## src/rtl/i2c_pkg.sv

```systemverilog
// Shared types and constants for the I2C target register responder.
package i2c_pkg;

  localparam int unsigned DATA_W    = 8;
  localparam int unsigned BIT_CTR_W = 4;

  localparam logic I2C_ACK  = 1'b0;
  localparam logic I2C_NACK = 1'b1;

  typedef enum logic [3:0] {
    IDLE,
    ADDR,
    ADDR_ACK,
    PTR,
    WR_BYTE,
    DATA_ACK,
    RD_BYTE,
    RD_ACK,
    WAIT_STOP
  } i2c_tgt_state_t;

endpackage

```

## src/rtl/i2c_target_regs_if.sv

```systemverilog
// Single-cycle register-file port between the I2C target and its register bank.
interface i2c_target_regs_if;
  import i2c_pkg::*;

  logic [DATA_W-1:0] reg_addr;
  logic [DATA_W-1:0] reg_wdata;
  logic              reg_we;
  logic              reg_re;
  logic [DATA_W-1:0] reg_rdata;

  modport master (output reg_addr, reg_wdata, reg_we, reg_re, input reg_rdata);
  modport slave  (input reg_addr, reg_wdata, reg_we, reg_re, output reg_rdata);
endinterface

```

## src/rtl/i2c_line_filter.sv

```systemverilog
// Synchroniser plus majority-free glitch filter for one I2C pad line.
module i2c_line_filter #(
  parameter int unsigned SYNC_STAGES = 2,
  parameter int unsigned FILT_LEN    = 3
) (
  input  logic clk,
  input  logic rst,
  input  logic line_i,
  output logic line_f,
  output logic rise,
  output logic fall
);

  logic [SYNC_STAGES-1:0] sync_q;
  logic [FILT_LEN-1:0]    hist_q;

  // Synchroniser chain followed by a history of the last FILT_LEN samples; idle bus is high.
  always_ff @(posedge clk or posedge rst) begin
    if (rst) begin
      sync_q <= '1;
      hist_q <= '1;
    end else begin
      sync_q <= SYNC_STAGES'({sync_q, line_i});
      hist_q <= FILT_LEN'({hist_q, sync_q[SYNC_STAGES-1]});
    end
  end

  // Accept a new level only once the whole history agrees; emit one-cycle edge pulses.
  always_ff @(posedge clk or posedge rst) begin
    if (rst) begin
      line_f <= 1'b1;
      rise   <= 1'b0;
      fall   <= 1'b0;
    end else begin
      rise <= 1'b0;
      fall <= 1'b0;
      if ((&hist_q) && !line_f) begin
        line_f <= 1'b1;
        rise   <= 1'b1;
      end else if (!(|hist_q) && line_f) begin
        line_f <= 1'b0;
        fall   <= 1'b1;
      end
    end
  end

endmodule

```

## src/rtl/i2c_target_regs.sv

```systemverilog
// I2C target with an auto-incrementing 8-bit register pointer and single-cycle register port.
module i2c_target_regs
  import i2c_pkg::*;
#(
  parameter logic [6:0]  DEV_ADDR    = 7'h3C,
  parameter int unsigned SYNC_STAGES = 2,
  parameter int unsigned FILT_LEN    = 3
) (
  input  logic                      clk,
  input  logic                      rst,
  input  logic                      scl_i,
  input  logic                      sda_i,
  output logic                      sda_o,
  output logic                      sda_t,
  output logic                      busy,
  i2c_target_regs_if.master         regs
);

  localparam logic [BIT_CTR_W-1:0] BITS_PER_BYTE = BIT_CTR_W'(8);

  logic scl_f, scl_rise, scl_fall;
  logic sda_f, sda_rise, sda_fall;
  logic start_det, stop_det;

  i2c_tgt_state_t        state_q, state_d;
  logic [BIT_CTR_W-1:0]  bit_ctr_q, bit_ctr_d, bit_inc;
  logic [DATA_W-1:0]     shreg_q, shreg_d, shift_in;
  logic [DATA_W-1:0]     rd_sh_q, rd_sh_d;
  logic                  rnw_q, rnw_d;
  logic                  re_dly_q, re_dly_d;
  logic                  sda_t_q, sda_t_d;
  logic                  busy_q, busy_d;
  logic [DATA_W-1:0]     addr_q, addr_d;
  logic [DATA_W-1:0]     wdata_q, wdata_d;
  logic                  we_q, we_d;
  logic                  re_q, re_d;

  i2c_line_filter #(.SYNC_STAGES(SYNC_STAGES), .FILT_LEN(FILT_LEN)) u_scl_filt (
    .clk(clk), .rst(rst), .line_i(scl_i), .line_f(scl_f), .rise(scl_rise), .fall(scl_fall)
  );

  i2c_line_filter #(.SYNC_STAGES(SYNC_STAGES), .FILT_LEN(FILT_LEN)) u_sda_filt (
    .clk(clk), .rst(rst), .line_i(sda_i), .line_f(sda_f), .rise(sda_rise), .fall(sda_fall)
  );

  assign start_det = sda_fall & scl_f;
  assign stop_det  = sda_rise & scl_f;
  assign shift_in  = {shreg_q[DATA_W-2:0], sda_f};
  assign bit_inc   = bit_ctr_q + BIT_CTR_W'(1);

  // State and datapath registers; reset releases SDA immediately.
  always_ff @(posedge clk or posedge rst) begin
    if (rst) begin
      state_q   <= IDLE;
      bit_ctr_q <= '0;
      shreg_q   <= '0;
      rd_sh_q   <= '0;
      rnw_q     <= 1'b0;
      re_dly_q  <= 1'b0;
      sda_t_q   <= 1'b0;
      busy_q    <= 1'b0;
      addr_q    <= '0;
      wdata_q   <= '0;
      we_q      <= 1'b0;
      re_q      <= 1'b0;
    end else begin
      state_q   <= state_d;
      bit_ctr_q <= bit_ctr_d;
      shreg_q   <= shreg_d;
      rd_sh_q   <= rd_sh_d;
      rnw_q     <= rnw_d;
      re_dly_q  <= re_dly_d;
      sda_t_q   <= sda_t_d;
      busy_q    <= busy_d;
      addr_q    <= addr_d;
      wdata_q   <= wdata_d;
      we_q      <= we_d;
      re_q      <= re_d;
    end
  end

  // Next-state and output decode; bus conditions override bit events.
  always_comb begin
    state_d   = state_q;
    bit_ctr_d = bit_ctr_q;
    shreg_d   = shreg_q;
    rnw_d     = rnw_q;
    sda_t_d   = sda_t_q;
    busy_d    = busy_q;
    addr_d    = addr_q;
    wdata_d   = wdata_q;
    we_d      = 1'b0;
    re_d      = 1'b0;
    re_dly_d  = re_q;
    rd_sh_d   = re_dly_q ? regs.reg_rdata : rd_sh_q;

    // Pointer advances the cycle after a write strobe.
    if (we_q) addr_d = addr_q + DATA_W'(1);

    if (stop_det) begin
      state_d = IDLE;
      sda_t_d = 1'b0;
      busy_d  = 1'b0;
    end else if (start_det) begin
      state_d   = ADDR;
      bit_ctr_d = '0;
      sda_t_d   = 1'b0;
      busy_d    = 1'b0;
    end else begin
      unique case (state_q)
        IDLE, WAIT_STOP: ;
        ADDR, PTR, WR_BYTE: begin
          if (scl_rise && bit_ctr_q != BITS_PER_BYTE) begin
            shreg_d   = shift_in;
            bit_ctr_d = bit_inc;
          end else if (scl_fall && bit_ctr_q == BITS_PER_BYTE) begin
            bit_ctr_d = '0;
            if (state_q == ADDR) begin
              if (shreg_q[DATA_W-1:1] == DEV_ADDR) begin
                sda_t_d = 1'b1;
                busy_d  = 1'b1;
                rnw_d   = shreg_q[0];
                state_d = ADDR_ACK;
              end else begin
                state_d = WAIT_STOP;
              end
            end else if (state_q == PTR) begin
              addr_d  = shreg_q;
              sda_t_d = 1'b1;
              state_d = DATA_ACK;
            end else begin
              wdata_d = shreg_q;
              we_d    = 1'b1;
              sda_t_d = 1'b1;
              state_d = DATA_ACK;
            end
          end
        end
        ADDR_ACK: begin
          if (scl_rise && rnw_q) re_d = 1'b1;
          if (scl_fall) begin
            if (rnw_q) begin
              sda_t_d   = ~rd_sh_q[DATA_W-1];
              bit_ctr_d = BIT_CTR_W'(1);
              state_d   = RD_BYTE;
            end else begin
              sda_t_d   = 1'b0;
              bit_ctr_d = '0;
              state_d   = PTR;
            end
          end
        end
        DATA_ACK: begin
          if (scl_fall) begin
            sda_t_d   = 1'b0;
            bit_ctr_d = '0;
            state_d   = WR_BYTE;
          end
        end
        RD_BYTE: begin
          if (scl_fall) begin
            if (bit_ctr_q == BITS_PER_BYTE) begin
              sda_t_d = 1'b0;
              state_d = RD_ACK;
            end else begin
              sda_t_d   = ~rd_sh_q[3'(BIT_CTR_W'(7) - bit_ctr_q)];
              bit_ctr_d = bit_inc;
            end
          end
        end
        RD_ACK: begin
          if (scl_rise) begin
            addr_d = addr_q + DATA_W'(1);
            if (sda_f == I2C_ACK) begin
              re_d      = 1'b1;
              bit_ctr_d = '0;
              state_d   = RD_BYTE;
            end else begin
              state_d = WAIT_STOP;
            end
          end
        end
        default: state_d = IDLE;
      endcase
    end
  end

  assign sda_o           = 1'b0;
  assign sda_t           = sda_t_q;
  assign busy            = busy_q;
  assign regs.reg_addr   = addr_q;
  assign regs.reg_wdata  = wdata_q;
  assign regs.reg_we     = we_q;
  assign regs.reg_re     = re_q;

endmodule

```

## src/flat_wrapper.sv

```systemverilog
// flat-port wrapper written by rule: the top's interface ports become plain ports
module i2c_target_regs_flat import i2c_pkg::*;
#(
  parameter logic [6:0]  DEV_ADDR    = 7'h3C,
  parameter int unsigned SYNC_STAGES = 2,
  parameter int unsigned FILT_LEN    = 3
)
  (clk, rst, scl_i, sda_i, sda_o, sda_t, busy, regs_reg_addr, regs_reg_wdata, regs_reg_we, regs_reg_re, regs_reg_rdata);
  i2c_target_regs_if regs_i ();
  input  logic clk;
  input  logic rst;
  input  logic scl_i;
  input  logic sda_i;
  output logic sda_o;
  output logic sda_t;
  output logic busy;
  output wire logic [$bits(regs_i.reg_addr)-1:0] regs_reg_addr;
  output wire logic [$bits(regs_i.reg_wdata)-1:0] regs_reg_wdata;
  output wire logic [$bits(regs_i.reg_we)-1:0] regs_reg_we;
  output wire logic [$bits(regs_i.reg_re)-1:0] regs_reg_re;
  input wire logic [$bits(regs_i.reg_rdata)-1:0] regs_reg_rdata;
  assign regs_reg_addr = regs_i.reg_addr;
  assign regs_reg_wdata = regs_i.reg_wdata;
  assign regs_reg_we = regs_i.reg_we;
  assign regs_reg_re = regs_i.reg_re;
  assign regs_i.reg_rdata = regs_reg_rdata;
  i2c_target_regs #(.DEV_ADDR(DEV_ADDR), .SYNC_STAGES(SYNC_STAGES), .FILT_LEN(FILT_LEN)) u_core (.clk(clk), .rst(rst), .scl_i(scl_i), .sda_i(sda_i), .sda_o(sda_o), .sda_t(sda_t), .busy(busy), .regs(regs_i));
endmodule
```

## config.mk

```make
export PLATFORM = sky130hd
export DESIGN_NAME = i2c_target_regs_flat
export DESIGN_NICKNAME = d
export VERILOG_FILES = /design/src/rtl/i2c_pkg.sv /design/src/rtl/i2c_target_regs_if.sv /design/src/rtl/i2c_line_filter.sv /design/src/rtl/i2c_target_regs.sv /design/src/flat_wrapper.sv
export SDC_FILE = /design/constraint.sdc
export NUM_CORES = 1
export LEC_CHECK = 0
export BUFFER_PORTS_ARGS = -buffer_cell sky130_fd_sc_hd__buf_2
export CORE_MARGIN = 4
export CORE_UTILIZATION = 40
export DETAILED_ROUTE_END_ITERATION = 16
export PLACE_DENSITY = 0.62
export SKIP_LAST_GASP = 1
export SYNTH_ARGS = -nofsm -noshare
export SYNTH_HDL_FRONTEND = slang
export SYNTH_HIERARCHICAL = 1
export SYNTH_SLANG_ARGS = --single-unit
```

## constraint.sdc

```tcl
create_clock -name clk -period 1.95 [get_ports clk]
set_clock_uncertainty 0.15 [all_clocks]
set_input_delay 0.39 -clock clk [delete_from_list [all_inputs] [get_ports clk]]
set_output_delay 0.39 -clock clk [all_outputs]
set_load 0.01 [all_outputs]
```

==> Word-level counts from Yosys, hierarchy flattened <==
Index checks and enable logic that the tools add are counted.
{ "totals": {"reg_bits": 62, "inputBits": 12, "output_inout_bits": 21, "word_cells": 173} }
{ "op_classes": {"n_addsub": 3, "magnitude_cmp": 1, "n_eq_ne": 28, "muxes": 77, "bitwise": 9, "reduce_logical": 33} }
{ "ops": {"columns": ["op", "count"], "rows": [
  ["4-bit 2-to-1 mux", 21],
  ["8-bit 2-to-1 mux", 8],
  ["1-bit 2-to-1 mux", 41],
  ["4-bit one-hot mux with 6 select lines", 1],
  ["7-bit AND reduction", 3],
  ["4-bit by 2-bit inequality test with 1-bit output, second input constant", 5],
  ["4-bit one-hot mux with 5 select lines", 1],
  ["3-bit by 2-bit inequality test with 1-bit output, second input constant", 6],
  ["4-bit by 3-bit == test with 1-bit output, second input constant", 4],
  ["8-bit one-hot mux with 2 select lines", 1],
  ["4-bit by 1-bit inequality test with 1-bit output, second input constant", 3],
  ["3-bit nonzero test", 4],
  ["6-bit nonzero test", 2],
  ["9-bit AND reduction", 1],
  ["3-bit OR reduction", 3],
  ["8-bit by 1-bit adder with 8-bit output, second input constant", 1],
  ["4-bit by 2-bit == test with 1-bit output, second input constant", 2],
  ["4-bit == test, second input constant", 2],
  ["8-bit AND reduction", 1],
  ["7-bit by 6-bit == test with 1-bit output, second input constant", 1],
  ["1-bit logical AND", 7],
  ["1-bit inverter", 7],
  ["3-bit by 1-bit inequality test with 1-bit output, second input constant", 2],
  ["3-bit AND reduction", 2],
  ["other kinds (17)", 22]
]} }

==> Longest topological paths before layout <==
{ "depth": {"ltp_word": 9, "mapped_depth": 9, "mapped_depth_nobuf": 8} }

==> By module <==
The synthesis kept the hierarchy.
{ "modules_own_cells": {"columns": ["module", "n_inst", "cells_each", "area_each_um2", "seq_area_each_um2"], "rows": [
  ["i2c_target_regs", 1, 299, 2872.8, 1151.1],
  ["i2c_line_filter", 2, 16, 259.0, 207.7]
]} }

==> Least setup slack after synthesis <==
Ideal clock, no wire load.
{ "synth_path": {"kind": "reg2reg", "start": "register u_core.bit_ctr_q[1]", "end": "register u_core.state_q[0]", "setup_ns": 0.130, "arrival_time_ns": 1.906, "path_slack_ns": -0.237, "path_stages_with_launch": 9, "n_path_buf": 1, "synth_period_minus_slack_ns": 2.187, "cell_sequence": "dfrtp_1 > buf_2 > inv_1 > ha_1 > and3b_1 > nand2_1 > a311o_1 > a221oi_1 > a21oi_1"} }
{ "synth_via": {"elab_chain_cells": 4, "word_cells_on_any_way": 8} }
{ "synth_rtl": {"columns": ["item", "line", "source"], "rows": [
  ["from (decl)", "i2c_target_regs.sv:26", "logic [BIT_CTR_W-1:0] bit_ctr_q, bit_ctr_d, bit_inc;"],
  ["from (signal assigned)", "i2c_target_regs.sv:68", "bit_ctr_q <= bit_ctr_d;"],
  ["4-bit inequality test / 4-bit == test (equally long branches)", "i2c_target_regs.sv:113, i2c_target_regs.sv:116, i2c_target_regs.sv:162", null],
  ["1-bit logical AND, on equally long branches", "i2c_target_regs.sv:113, i2c_target_regs.sv:116", null],
  ["4-bit by 2-bit inequality test with 1-bit output (no source line) / 4-bit by 1-bit inequality test with 1-bit output (equally long branches)", null, null],
  ["8-bit AND reduction (no source line) (*)", null, null],
  ["to (signal assigned)", "i2c_target_regs.sv:67", "state_q <= state_d;"],
  ["to (decl)", "i2c_target_regs.sv:25", "i2c_tgt_state_t state_q, state_d;"]
]} }
Every way passes the cells marked *; elsewhere a longest branch is shown, timed or not.
A chain may end at the register's enable or synchronous reset.

==> Worst setup path after layout <==
{ "layout_path": {"start": "register u_core.bit_ctr_q[1]", "end": "register u_core.state_q[3]"} }
The elaborated chain is that of the path after synthesis.

==> results_dict.tcl <==
set metrics [dict create \
    cts_tree "done" \
    critPathMaxFanout 6 \
    worst_pin_slew_ns 0.511 \
    gp_congestion 0.926 \
    grt_overflow 0 \
    required_ns 2.07 \
    grt_pass1_vias 2908 \
    synth_flop_cell "dfrtp_1" \
    combPwrFrac_pct 29.9 \
    hp-class "in -> reg" \
    dieHeight_um 100 \
    vias 2970 \
    first_pass_iters 4 \
    cp-start-kind "flop" \
    ys_seq_elements 62 \
    pre_cts_slack_ns -0.196 \
    top_layer "met4" \
    max-slew-margin-rel_pct 65.9 \
    regArea_um2 1570 \
    netSwitchingPower_uw 1240 \
    yosys-top-cells-count "50 x dfrtp_1, 33 x nand2_1, 17 x mux2_1" \
    synth_edf_count 0 \
    clk_latency_ns 0.35 \
    p_int_uw 2700 \
    ys_async_sr_fraction_pct 100 \
    core_region_area_um2 8220 \
    sequentialPowerShare_pct 37.0 \
    fmax_mhz 483 \
    drv_cap 0 \
    io_pins 33 \
    status "finished, violations left" \
    drive_above_1_share_pct 48.3 \
    r2r-start "u_core/bit_ctr_q[1]" \
    wirelength_um 8820 \
    startpoint "u_core/bit_ctr_q[1]" \
    p_clk_share_pct 33.1 \
    clkSinkCount 62 \
    port_buffers 31 \
    route.met3.wl_um 426 \
    htree_num_levels 3 \
    drcViolationCount 0 \
    yosys_warnings 6 \
    wl_met2_um 4170 \
    cp_slowest_stage_delay_ns 0.45 \
    holdPathEnd "u_core/rd_sh_q[2]" \
    max-vdd-ir-drop_mv 0.634 \
    grt.total_usage_pct 18.1 \
    final.min_clock_period_ns 2.07 \
    min_path_cells 2 \
    postSynthCellCount 331 \
    critPathTopFamily "compound AO/OA/AOI/OAI gates" \
    cts_root_buf "clkbuf_8" \
    layout_setup_ws_ns -0.120 \
    fill_cells 678 \
    switching_share_pct 31.4 \
    slowest_stage "dfrtp_2" \
    syn_to_final_growth_pct 38.2 \
    cp.arrival_ns 2.19 \
    reg2reg_slack_ns -0.12 \
    yosysTopAreaCell "dfrtp_1" \
    rr_endpoint "u_core/state_q[3]" \
    die-area_um2 10000 \
    place_hpwl_um 6190 \
    yosysSeqAreaShare_pct 46.2 \
    crit_buf_inv 1 \
    clk_pin_slew_worst_paths_ns 0.07 \
    crit_type "reg -> reg" \
    multi_input_area_um2 1920 \
    fp-row-count 33 \
    antenna_left 0 \
    maxSlewViolCount 0 \
    start_util_pct 41.3 \
    yosysMostFrequentCell "dfrtp_1" \
    cts_buffer_depth 2 \
    crit_path_end_kind "flop" \
    drtIter0Drc 222 \
    fp.dieW_um 100 \
    reg2reg_depth 8 \
    syn_area_um2 3390 \
    cts_buffers 9 \
    setup_tns_ns -1.59 \
    final-hold-violation-count 0 \
    min_from "regs_reg_rdata[2]" \
    synth_area_leaders "dfrtp_1 37%, dfstp_2 9.3%, mux2_1 5.6%" \
    diodes 0 \
    via_per_inst 5.52 \
    synth.avg_cell_area_um2 10.2 \
    leakage_uw 0.00212 \
    p_per_area_nw_per_um2 841 \
    antenna_found_initial 0 \
    rsz0062_at_grt "yes" \
    placed_cell_area_um2 4150 \
    finish.net_count 443 \
    power.total_uw 3940 \
    stdcell_area_um2 4680 \
    setup_viol 27 \
    violations "setup timing" \
    grt_first_pass_wirelength_um 14300 \
    wire_per_inst_um 16.4 \
    crit_chain "inv_4, ha_4, nand3b_4, a221oi_2, nor2_1, a311o_2, a211o_1, a21oi_2" \
    m1WireLength_um 4090 \
    syn_nets 346 \
    period_share_pct 106 \
    synth_top_area_share_pct 36.9 \
    ys_types 72 \
    grt_start_max_net_pins 27 \
]
metal layers:
| layer | track usage, % | vias to the layer above |
|---|---|---|
| li1 | - | 1411 |
| met1 | 25.7 | 1460 |
| met2 | 27.2 | 84 |
| met3 | 3.89 | 15 |
| met4 | 7.25 | 0 |
| met5 | 0 | - |
flip-flops by register name, summed over array words and instances (netlist names), 2 cells and up:
signal	flops
u_core/regs.reg_wdata	8
u_core/state_q	4
u_core/u_scl_filt/hist_q	3
u_core/bit_ctr_q	4
u_core/u_sda_filt/hist_q	3
u_core/rd_sh_q	8
u_core/regs.reg_addr	8
u_core/u_scl_filt/sync_q	2
u_core/shreg_q	8
u_core/u_sda_filt/sync_q	2
how the worst max path moves through the flow:
stage,end,slack [ns],cells after the start
finish,u_core/state_q[3],-0.12,8
global route,u_core/sda_t,-0.24,7
CTS,u_core/state_q[3],-0.09,7
detailed placement,u_core/bit_ctr_q[3],-0.20,8
global placement,u_core/sda_t,-0.12,6
floorplan,u_core/state_q[3],-0.04,9
layout by cell type (no fill, tap or decap), types with 7 or more instances in the layout:
cell type   n
mux2_4     16
dfstp_2    12
mux2_2      8
inv_1       7
nand3_1     8
dfrtp_1    46
buf_2      31
nand4_1     8
nor2_1     14
a21oi_1    11
o211ai_1    8
buf_4      61
clkbuf_8   10
o21ai_0     8
nand2_1    31
power groups by stage:
stage                     sequential, µW  clock (µW)  combinational, µW
final                               1460        1310               1180
after global routing                1460        1390               1290
after CTS                           1450        1330               1060
after detailed placement            1470           0                952
after global placement              1470           0                951
after floorplan                     1450           0                562
layout make-up:
cell class	instances	share of cell area, %
Multi-Input combinational cell	239	40.9
Tap cell	105	2.80
Clock buffer	10	2.94
Inverter	11	0.935
Timing Repair Buffer	105	16.9
Sequential cell	62	33.5
Clock inverter	6	1.98
stage by stage:
stage | hold slack (ns) | std cells | utilization [%]
detailed placement | 0.198 | 511 | 50.5
global route | 0.119 | 538 | 57.0
global placement | 0.197 | 511 | 50.5
CTS | 0.122 | 535 | 55.9
finish | 0.127 | 538 | 57.0
floorplan | 0.0514 | 331 | -
timing repair:
| action | in CTS | in global routing |
|---|---|---|
| setup endpoints to repair | 28 | 34 |
| cloned | 0 | 1 |
| hold buffers | 3 | 0 |
| endpoints found under the hold margin | 26 | 0 |
| gates resized for setup | 33 | 22 |
| setup buffers | 5 | 3 |
| pin swaps | 13 | 20 |
worst reg2reg max path, stage by stage, from the launching register on:
cell,delay (ns)
dfrtp_2,0.45
inv_4,0.08
ha_4,0.14
nand3b_4,0.08
a221oi_2,0.22
nor2_1,0.10
a311o_2,0.42
a211o_1,0.25
a21oi_2,0.11
cells by family after synthesis:
group,count (synthesis),synth area share (%)
mux,31,10.1
flops,62,46.2
buf+inv,30,3.95
fa+ha+maj,3,1.11
other cells,1,0.111
simple gates,117,20.0
compound gates,77,16.0
xor+xnor,10,2.58
Power figures use the tool's default switching activity.
